===== src/rtl/lstm_cell_seq.sv =====
// lstm_cell_seq: time-multiplexing controller placed in front of one lstm_cell.
// Holds x, a double-banked h and c for one layer, evaluates the N_H units one
// after another, drives the weight/bias addresses and writes the cell's o_c/o_h
// results back. Reads of h always come from the committed bank; new results go
// to the other bank and become visible when the timestep completes.
module lstm_cell_seq #(
    parameter int WIDTH    = 32,
    parameter int N_X      = 4,
    parameter int N_H      = 4,
    parameter int CELL_LAT = 2,
    localparam int XAW     = (N_X > 1) ? $clog2(N_X) : 1,
    localparam int HAW     = (N_H > 1) ? $clog2(N_H) : 1,
    localparam int WAW     = (N_H * N_X > 1) ? $clog2(N_H * N_X) : 1,
    localparam int UAW     = (N_H * N_H > 1) ? $clog2(N_H * N_H) : 1
) (
    input  logic             clk,
    input  logic             rst,
    input  logic             i_start,
    input  logic             i_x_wr_en,
    input  logic [XAW-1:0]   i_x_wr_addr,
    input  logic [WIDTH-1:0] i_x_wr_data,
    input  logic             i_seq_clr,
    input  logic [HAW-1:0]   i_h_rd_addr,
    output logic [WIDTH-1:0] o_h_rd_data,
    output logic             o_busy,
    output logic             o_done,
    output logic             o_cell_clr,
    output logic             o_acc_x,
    output logic             o_acc_h,
    output logic [WIDTH-1:0] o_x,
    output logic [WIDTH-1:0] o_h,
    output logic [WIDTH-1:0] o_prev_state,
    output logic [WAW-1:0]   o_w_addr,
    output logic [UAW-1:0]   o_u_addr,
    output logic [HAW-1:0]   o_b_addr,
    input  logic [WIDTH-1:0] i_cell_c,
    input  logic [WIDTH-1:0] i_cell_h
);

    localparam int K  = (N_X > N_H) ? N_X : N_H;
    localparam int KW = (K > 1) ? $clog2(K) : 1;
    localparam int LW = (CELL_LAT > 1) ? $clog2(CELL_LAT) : 1;

    typedef enum logic [2:0] {
        S_IDLE, S_CLR, S_ACC, S_WAIT, S_WB, S_DONE
    } state_e;

    state_e           state_q, state_d;
    logic             start_q;
    logic [HAW-1:0]   j_q, j_d;
    logic [KW-1:0]    k_q, k_d;
    logic [LW-1:0]    w_q, w_d;
    logic             bank_q, bank_d;

    logic [WIDTH-1:0] x_q [N_X];
    logic [WIDTH-1:0] h_q [2][N_H];
    logic [WIDTH-1:0] c_q [N_H];

    logic             cell_clr_q, acc_x_q, acc_h_q, busy_q, done_q;
    logic [WIDTH-1:0] x_out_q, h_out_q, prev_q;
    logic [WAW-1:0]   w_addr_q;
    logic [UAW-1:0]   u_addr_q;
    logic [HAW-1:0]   b_addr_q;

    logic             acc_x_d, acc_h_d, hold_d;
    logic [WIDTH-1:0] x_out_d, h_out_d, prev_d;
    logic [WAW-1:0]   w_addr_d;
    logic [UAW-1:0]   u_addr_d;
    logic [HAW-1:0]   b_addr_d;
    int               j_i, k_i;

    // Next-state logic: unit index j, element index k, latency wait counter, bank.
    always_comb begin
        // NOTE: every variable gets a default here so no path leaves one unassigned, which would infer a latch.
        state_d = state_q;
        j_d     = j_q;
        k_d     = k_q;
        w_d     = w_q;
        bank_d  = bank_q;
        unique case (state_q)
            S_IDLE: if (start_q) begin
                state_d = S_CLR;
                j_d     = '0;
            end
            S_CLR: begin
                state_d = S_ACC;
                k_d     = '0;
            end
            S_ACC: if (k_q == KW'(K - 1)) begin
                state_d = S_WAIT;
                w_d     = '0;
            end else begin
                k_d = k_q + 1'b1;
            end
            S_WAIT: if (w_q == LW'(CELL_LAT - 1)) begin
                state_d = S_WB;
            end else begin
                w_d = w_q + 1'b1;
            end
            S_WB: if (j_q == HAW'(N_H - 1)) begin
                state_d = S_DONE;
            end else begin
                j_d     = j_q + 1'b1;
                state_d = S_CLR;
            end
            S_DONE: begin
                state_d = S_IDLE;
                bank_d  = ~bank_q;
            end
            default: state_d = S_IDLE;
        endcase
    end

    // Output values for the state being entered, so the registered outputs line up with it.
    always_comb begin
        j_i      = int'(j_d);
        k_i      = int'(k_d);
        hold_d   = (state_d == S_ACC) || (state_d == S_WAIT) || (state_d == S_WB);
        acc_x_d  = (state_d == S_ACC) && (k_i < N_X);
        acc_h_d  = (state_d == S_ACC) && (k_i < N_H);
        x_out_d  = acc_x_d ? x_q[k_d[XAW-1:0]] : '0;
        h_out_d  = acc_h_d ? h_q[bank_q][k_d[HAW-1:0]] : '0;
        w_addr_d = acc_x_d ? WAW'(j_i * N_X + k_i) : '0;
        u_addr_d = acc_h_d ? UAW'(j_i * N_H + k_i) : '0;
        b_addr_d = hold_d ? j_d : '0;
        prev_d   = hold_d ? c_q[j_d] : '0;
    end

    // FSM state, counters and registered outputs. A start request is registered
    // for one cycle first, and further requests are ignored until back in IDLE.
    always_ff @(posedge clk or posedge rst) begin
        if (rst) begin
            state_q    <= S_IDLE;
            start_q    <= 1'b0;
            j_q        <= '0;
            k_q        <= '0;
            w_q        <= '0;
            bank_q     <= 1'b0;
            cell_clr_q <= 1'b0;
            acc_x_q    <= 1'b0;
            acc_h_q    <= 1'b0;
            busy_q     <= 1'b0;
            done_q     <= 1'b0;
            x_out_q    <= '0;
            h_out_q    <= '0;
            prev_q     <= '0;
            w_addr_q   <= '0;
            u_addr_q   <= '0;
            b_addr_q   <= '0;
        end else begin
            // NOTE: non-blocking assignments so every register here samples pre-edge values.
            state_q    <= state_d;
            start_q    <= i_start && (state_q == S_IDLE) && !start_q;
            j_q        <= j_d;
            k_q        <= k_d;
            w_q        <= w_d;
            bank_q     <= bank_d;
            cell_clr_q <= (state_d == S_CLR);
            acc_x_q    <= acc_x_d;
            acc_h_q    <= acc_h_d;
            busy_q     <= (state_d != S_IDLE);
            done_q     <= (state_d == S_DONE);
            x_out_q    <= x_out_d;
            h_out_q    <= h_out_d;
            prev_q     <= prev_d;
            w_addr_q   <= w_addr_d;
            u_addr_q   <= u_addr_d;
            b_addr_q   <= b_addr_d;
        end
    end

    // State vectors: x loads and sequence clears only while idle, write-back in WB.
    always_ff @(posedge clk or posedge rst) begin
        if (rst) begin
            // NOTE: these arrays must come up zeroed, so they are reset flops rather than a RAM macro.
            for (int i = 0; i < N_X; i++) x_q[i] <= '0;
            for (int i = 0; i < N_H; i++) begin
                h_q[0][i] <= '0;
                h_q[1][i] <= '0;
                c_q[i]    <= '0;
            end
        end else begin
            if (state_q == S_IDLE) begin
                if (i_x_wr_en) x_q[i_x_wr_addr] <= i_x_wr_data;
                if (i_seq_clr) begin
                    for (int i = 0; i < N_H; i++) begin
                        h_q[0][i] <= '0;
                        h_q[1][i] <= '0;
                        c_q[i]    <= '0;
                    end
                end
            end
            if (state_q == S_WB) begin
                c_q[j_q]          <= i_cell_c;
                h_q[~bank_q][j_q] <= i_cell_h;
            end
        end
    end

    assign o_h_rd_data  = h_q[bank_q][i_h_rd_addr];
    assign o_busy       = busy_q;
    assign o_done       = done_q;
    assign o_cell_clr   = cell_clr_q;
    assign o_acc_x      = acc_x_q;
    assign o_acc_h      = acc_h_q;
    assign o_x          = x_out_q;
    assign o_h          = h_out_q;
    assign o_prev_state = prev_q;
    assign o_w_addr     = w_addr_q;
    assign o_u_addr     = u_addr_q;
    assign o_b_addr     = b_addr_q;

endmodule


===== config.mk =====
export PLATFORM = sky130hd
export DESIGN_NAME = lstm_cell_seq
export DESIGN_NICKNAME = d
export VERILOG_FILES = /design/src/rtl/lstm_cell_seq.sv
export SDC_FILE = /design/constraint.sdc
export NUM_CORES = 2
export LEC_CHECK = 0
export CORE_MARGIN = 2
export CORE_UTILIZATION = 50
export DETAILED_ROUTE_END_ITERATION = 16
export DONT_BUFFER_PORTS = 1
export SLEW_MARGIN = 10
export SYNTH_ARGS = -nofsm -noshare
export SYNTH_HDL_FRONTEND = slang
export SYNTH_SLANG_ARGS = --single-unit

===== constraint.sdc =====
create_clock -name clk -period 31.9 [get_ports clk]
set_clock_uncertainty 0.05 [all_clocks]
set_input_delay 7.975 -clock clk [delete_from_list [all_inputs] [get_ports clk]]
set_output_delay 7.975 -clock clk [all_outputs]
set_load 0.01 [all_outputs]

Word level (Yosys, flattened, before mapping)
Cells that the tools add are included.
W data, S select, Z words.
- magnitude comparators: 10
- reductions and logical operators: 13
- eq/ne operators: 13
- bitwise operators: 8
- mux-type cells: 48
- add/subtract/negate cells: 4
- operators with widths (kind ; number):
    $mux W128 ; 7
    $mux W256 ; 3
    $mux W32 ; 13
    $bmux W32 S2 ; 4
    $bwmux W128 ; 2
    $bwmux W256 ; 1
    $demux W128 S1 ; 1
    $demux W32 S2 ; 2
    $ge A3 B3 Y1 const B ; 5
    $not A2 Y3 ; 5
    $pmux W3 S5 ; 1
    $eq A3 B2 Y1 const B ; 4
    $eq A3 B3 Y1 const B ; 4
    $mux W3 ; 4
    $mux W2 ; 4
    $pmux W2 S2 ; 2
    $eq A3 B1 Y1 const B ; 2
    $lt A3 B1 Y1 const B ; 2
    $logic_and A1 B1 Y1 ; 5
    $add A2 B1 Y2 const B ; 2
    $add A4 B2 Y4 ; 1
    $eq A2 B2 Y1 const B ; 2
    $ge A2 B2 Y1 const B ; 2
    $mux W4 ; 1
    other kinds (13) ; 17
- register bits after elaboration: 628
- logic and storage cells: 127
- input port bits: 105

Logic depth before layout (Yosys ltp)
- word-level depth: 9
- gate-level depth with buffers: 9
- mapped depth without buffers: 6

Least setup slack after synthesis
Ideal clock, no wire load.
- path kind: in2out
- start point: input port i_h_rd_addr[1]
- end point: output port o_h_rd_data[23]
- arrival time: 9.526 ns
- required time: 23.875 ns
- buffers on the path: 2
- stages: 4
- setup slack: 14.349 ns
- path through: buf_2 -> buf_1 -> mux4_2 -> mux2_2
- cells in the longest elaborated chain, start to end: 4
- RTL lines (what ; RTL line ; RTL):
    start, declared ; 23 ; input logic [HAW-1:0] i_h_rd_addr,
    $not A2 Y3 (implied by the code) ; 200 ; assign o_h_rd_data = h_q[bank_q][i_h_rd_addr];
    $bmux W32 S2 ; 200 ;
    $mux W32 (implied by the code) (2 in series) ; 200 ;
    end, declared ; 24 ; output logic [WIDTH-1:0] o_h_rd_data,
No other way between the ends. The select of a mux whose other input is x is not followed.

Worst setup path after layout
- start point: input port i_h_rd_addr[1]
- end point: output port o_h_rd_data[24]
Same word-level chain as after synthesis.

==> impl_results.md <==
- Post-CTS setup buffers: 0
- I/O Pins: 248
- Clk root buf: clkbuf_16
- Max Freq: 0.0593 GHz
- Setup CP Type: in -> out
- YS warnings: 0
- Synth Net Count: 2791
- Ys flop type: dfrtp_1
- Synth async-reset ratio: 100%
- Yosys cell types: 40
- Required time of the critical path: 23.88 ns
- Resized cells post-CTS: 0
- Top post-synthesis cells by count: 785 x nand2_1, 628 x dfrtp_1, 215 x o21ai_0
- Initial antenna violation count: 3
- CP cell instances: mux4_2 -> mux2_2
- DRC Markers: 0
- Fill cell count: 4915
- CTS tree: done
- Longest Clk Path Bufs: 3
- GP Congestion: 0.782
- Max stage delay on crit path: 0.50 ns
- GRT overflow: 0
- Vias per cell: 5.83
- CP Capture Type: output pin
- Slew Limit Fails: 0
- Nature of the critical path startpoint: primary input
- Synth Cell Area: 29000 um^2
- Max-cap violations: 0
- Synthesized area per cell: 10.8 um^2
- Post-Synthesis Cells: 2686
- Worst Hold Class: reg -> reg
- Starting Density: 50.4%
- CTS clk-pin slew, worst paths: 0.05 ns
- Complex-gate fraction of the synthesized area: 6.54%
- Finished Cell Area: 31500 um^2
- Rel. slew slack: 19.1%
- Die W: 245 um
- CP top delay family: multiplexers
- Yosys top cell area share: 54.2%
- First-pass iteration count of the detailed router: 7
- CTS Sinks: 628
- Placed Area: 29100 um^2
- Setup TNS: 0 ns
- Pin count of the biggest net entering global routing: 183
- Placeable core area: 57500 um^2
- Post-CTS Hold Buffers: 0
- Util after Layout: 54.7%
- Crit path DAT: 8.84 ns
- Share of cells above drive strength 1: 16.2%
- Die H: 245 um
- WL per Instance: 22.1 um
- Placed wire-length estimate: 41000 um
- PortBufs: 0
- Die Area: 59900 um^2
- Least-Margin Pin Slew: 1.21 ns
- Area grow syn2layout: 8.51%
- VDD IR max: 0.0655 mV
- Worst-Skew Late Latency: 0.61 ns
- Simple-Gate Fraction of Synth Area: 14.5%
- Post-synthesis adder-cell area fraction: 0%
- Vias in the first global route: 20000
- Setup violators final: 0
- CP max FO: 64
- Num rows: 88
- Post-synthesis mux area share: 20.3%
- Final min period: 16.87 ns
- H-tree levels: 3
- Combinational family with the most area after synthesis: multiplexers
- RSZ-0062 raised after global routing: false
- Sequential share of the synthesized area: 54.2%
- Status: finished clean
- WL final: 74300 um
- XOR/XNOR Fraction of Synth Area: 0.0302%
- CTS buffer count: 71
- Fin nets: 2654
- Top post-synthesis cells by area: dfrtp_1 54%, nand2_1 10%, mux4_2 7.5%
- Initial DRC count: 1489
- Period utilisation layout: 52.9%
- Post-synth EDFFs: 0
- Via count: 19600
- Flops & latches, synth: 628
- Final hold vios: 0
- Post-route ant nets: 0
- Most common cell in the netlist: nand2_1
- Crit path buffers/inverters: 0
- Leak: 0.0142 uW
- Slowest CP cell: mux4_2
- Yosys top cell by area: dfrtp_1
- Power Density: 82.0 nW/um^2
- First-pass GRT wire length: 117000 um
- Tot GR Track Use: 25.0%
-- worst paths after layout --
kind | startpoint | end | slack (ns) | cells past startpoint
min reg2reg | c_q[36] | c_q[36] | 0.45 | 2
min | c_q[36] | c_q[36] | 0.45 | 2
min in group asynchronous | rst | o_h[8] | 7.32 | 1
max in group asynchronous | rst | x_q[95] | 21.99 | 3
max | i_h_rd_addr[1] | o_h_rd_data[24] | 15.03 | 2
max reg2reg | state_q[0] | h_q[18] | 27.77 | 5
-- through the flow --
step                      setup slack (ns)  hold slack, ns  total power, uW  cells
after detailed placement             15.04           0.434             1780   3241
after global routing                 15.03           0.460             2710   3368
after CTS                            15.04           0.449             2600   3367
after floorplan                       6.29           0.408             1640   2686
after global placement               15.05           0.416             1750   3241
final                                15.03           0.447             2580   3368
-- where the power goes --
group	internal [uW]	switching [uW]
combinational	280	363
clock	487	331
sequential	980	138
total	1750	832
-- layout make-up --
type | instances | area [um^2] | area share [%]
sequential | 628 | 15700 | 50.0
multi-input combinational | 1802 | 12100 | 38.4
clock buffer | 108 | 2130 | 6.76
tap | 765 | 957 | 3.04
timing repair buffer | 37 | 303 | 0.963
clock inverter | 18 | 229 | 0.728
inverter | 9 | 41.3 | 0.131
antenna | 1 | 2.50 | 0.00796
-- metal layers --
| metal | global-route usage (%) | vias to the layer above | share of wire, % |
|---|---|---|---|
| met5 | 0 | - | 0.026 |
| met1 | 32.4 | 9992 | 42 |
| met4 | 8.20 | 2 | 2.4 |
| met2 | 41.5 | 569 | 49 |
| li1 | - | 8956 | - |
| met3 | 5.86 | 110 | 7.1 |
-- flip-flops by register name, summed over array words and instances, names as in the netlist, 2 cells and up --
register / count
h_q: 256
c_q: 128
x_q: 128
o_h: 32
o_prev_state: 32
o_x: 32
o_u_addr: 4
state_q: 3
j_q: 2
k_q: 2
o_b_addr: 2
-- logic make-up (layout without fill, tap and decap cells) --
| group | count (synthesis) | after routing |
|---|---|---|
| xor+xnor | 1 | 1 |
| mux | 449 | 449 |
| buf+inv | 256 | 172 |
| flops | 628 | 628 |
| simple gates | 1019 | 1019 |
| other cells | 0 | 1 |
| compound gates | 333 | 333 |
-- layout by cell type, fill, tap and decap left out, types with 3 or more instances in the layout --
master and count:
nand2_1 784, dfrtp_1 627, o21ai_0 215, mux2i_1 193, nand3_1 163, mux2_2 159
mux4_2 96, clkbuf_16 72, o22ai_1 65, buf_4 35, nand2b_1 32, o221ai_1 32
clkbuf_8 19, clkbuf_1 17, o21ai_1 12, inv_1 7, clkinv_2 7, nor2_1 6
and2_1 4, nor2_4 4, nor2b_1 4, a21oi_1 4, and2_2 3, and3b_1 3
nor3_1 3, inv_6 3, clkinv_8 3, bufinv_16 3
Power figures use the tool's default switching activity.
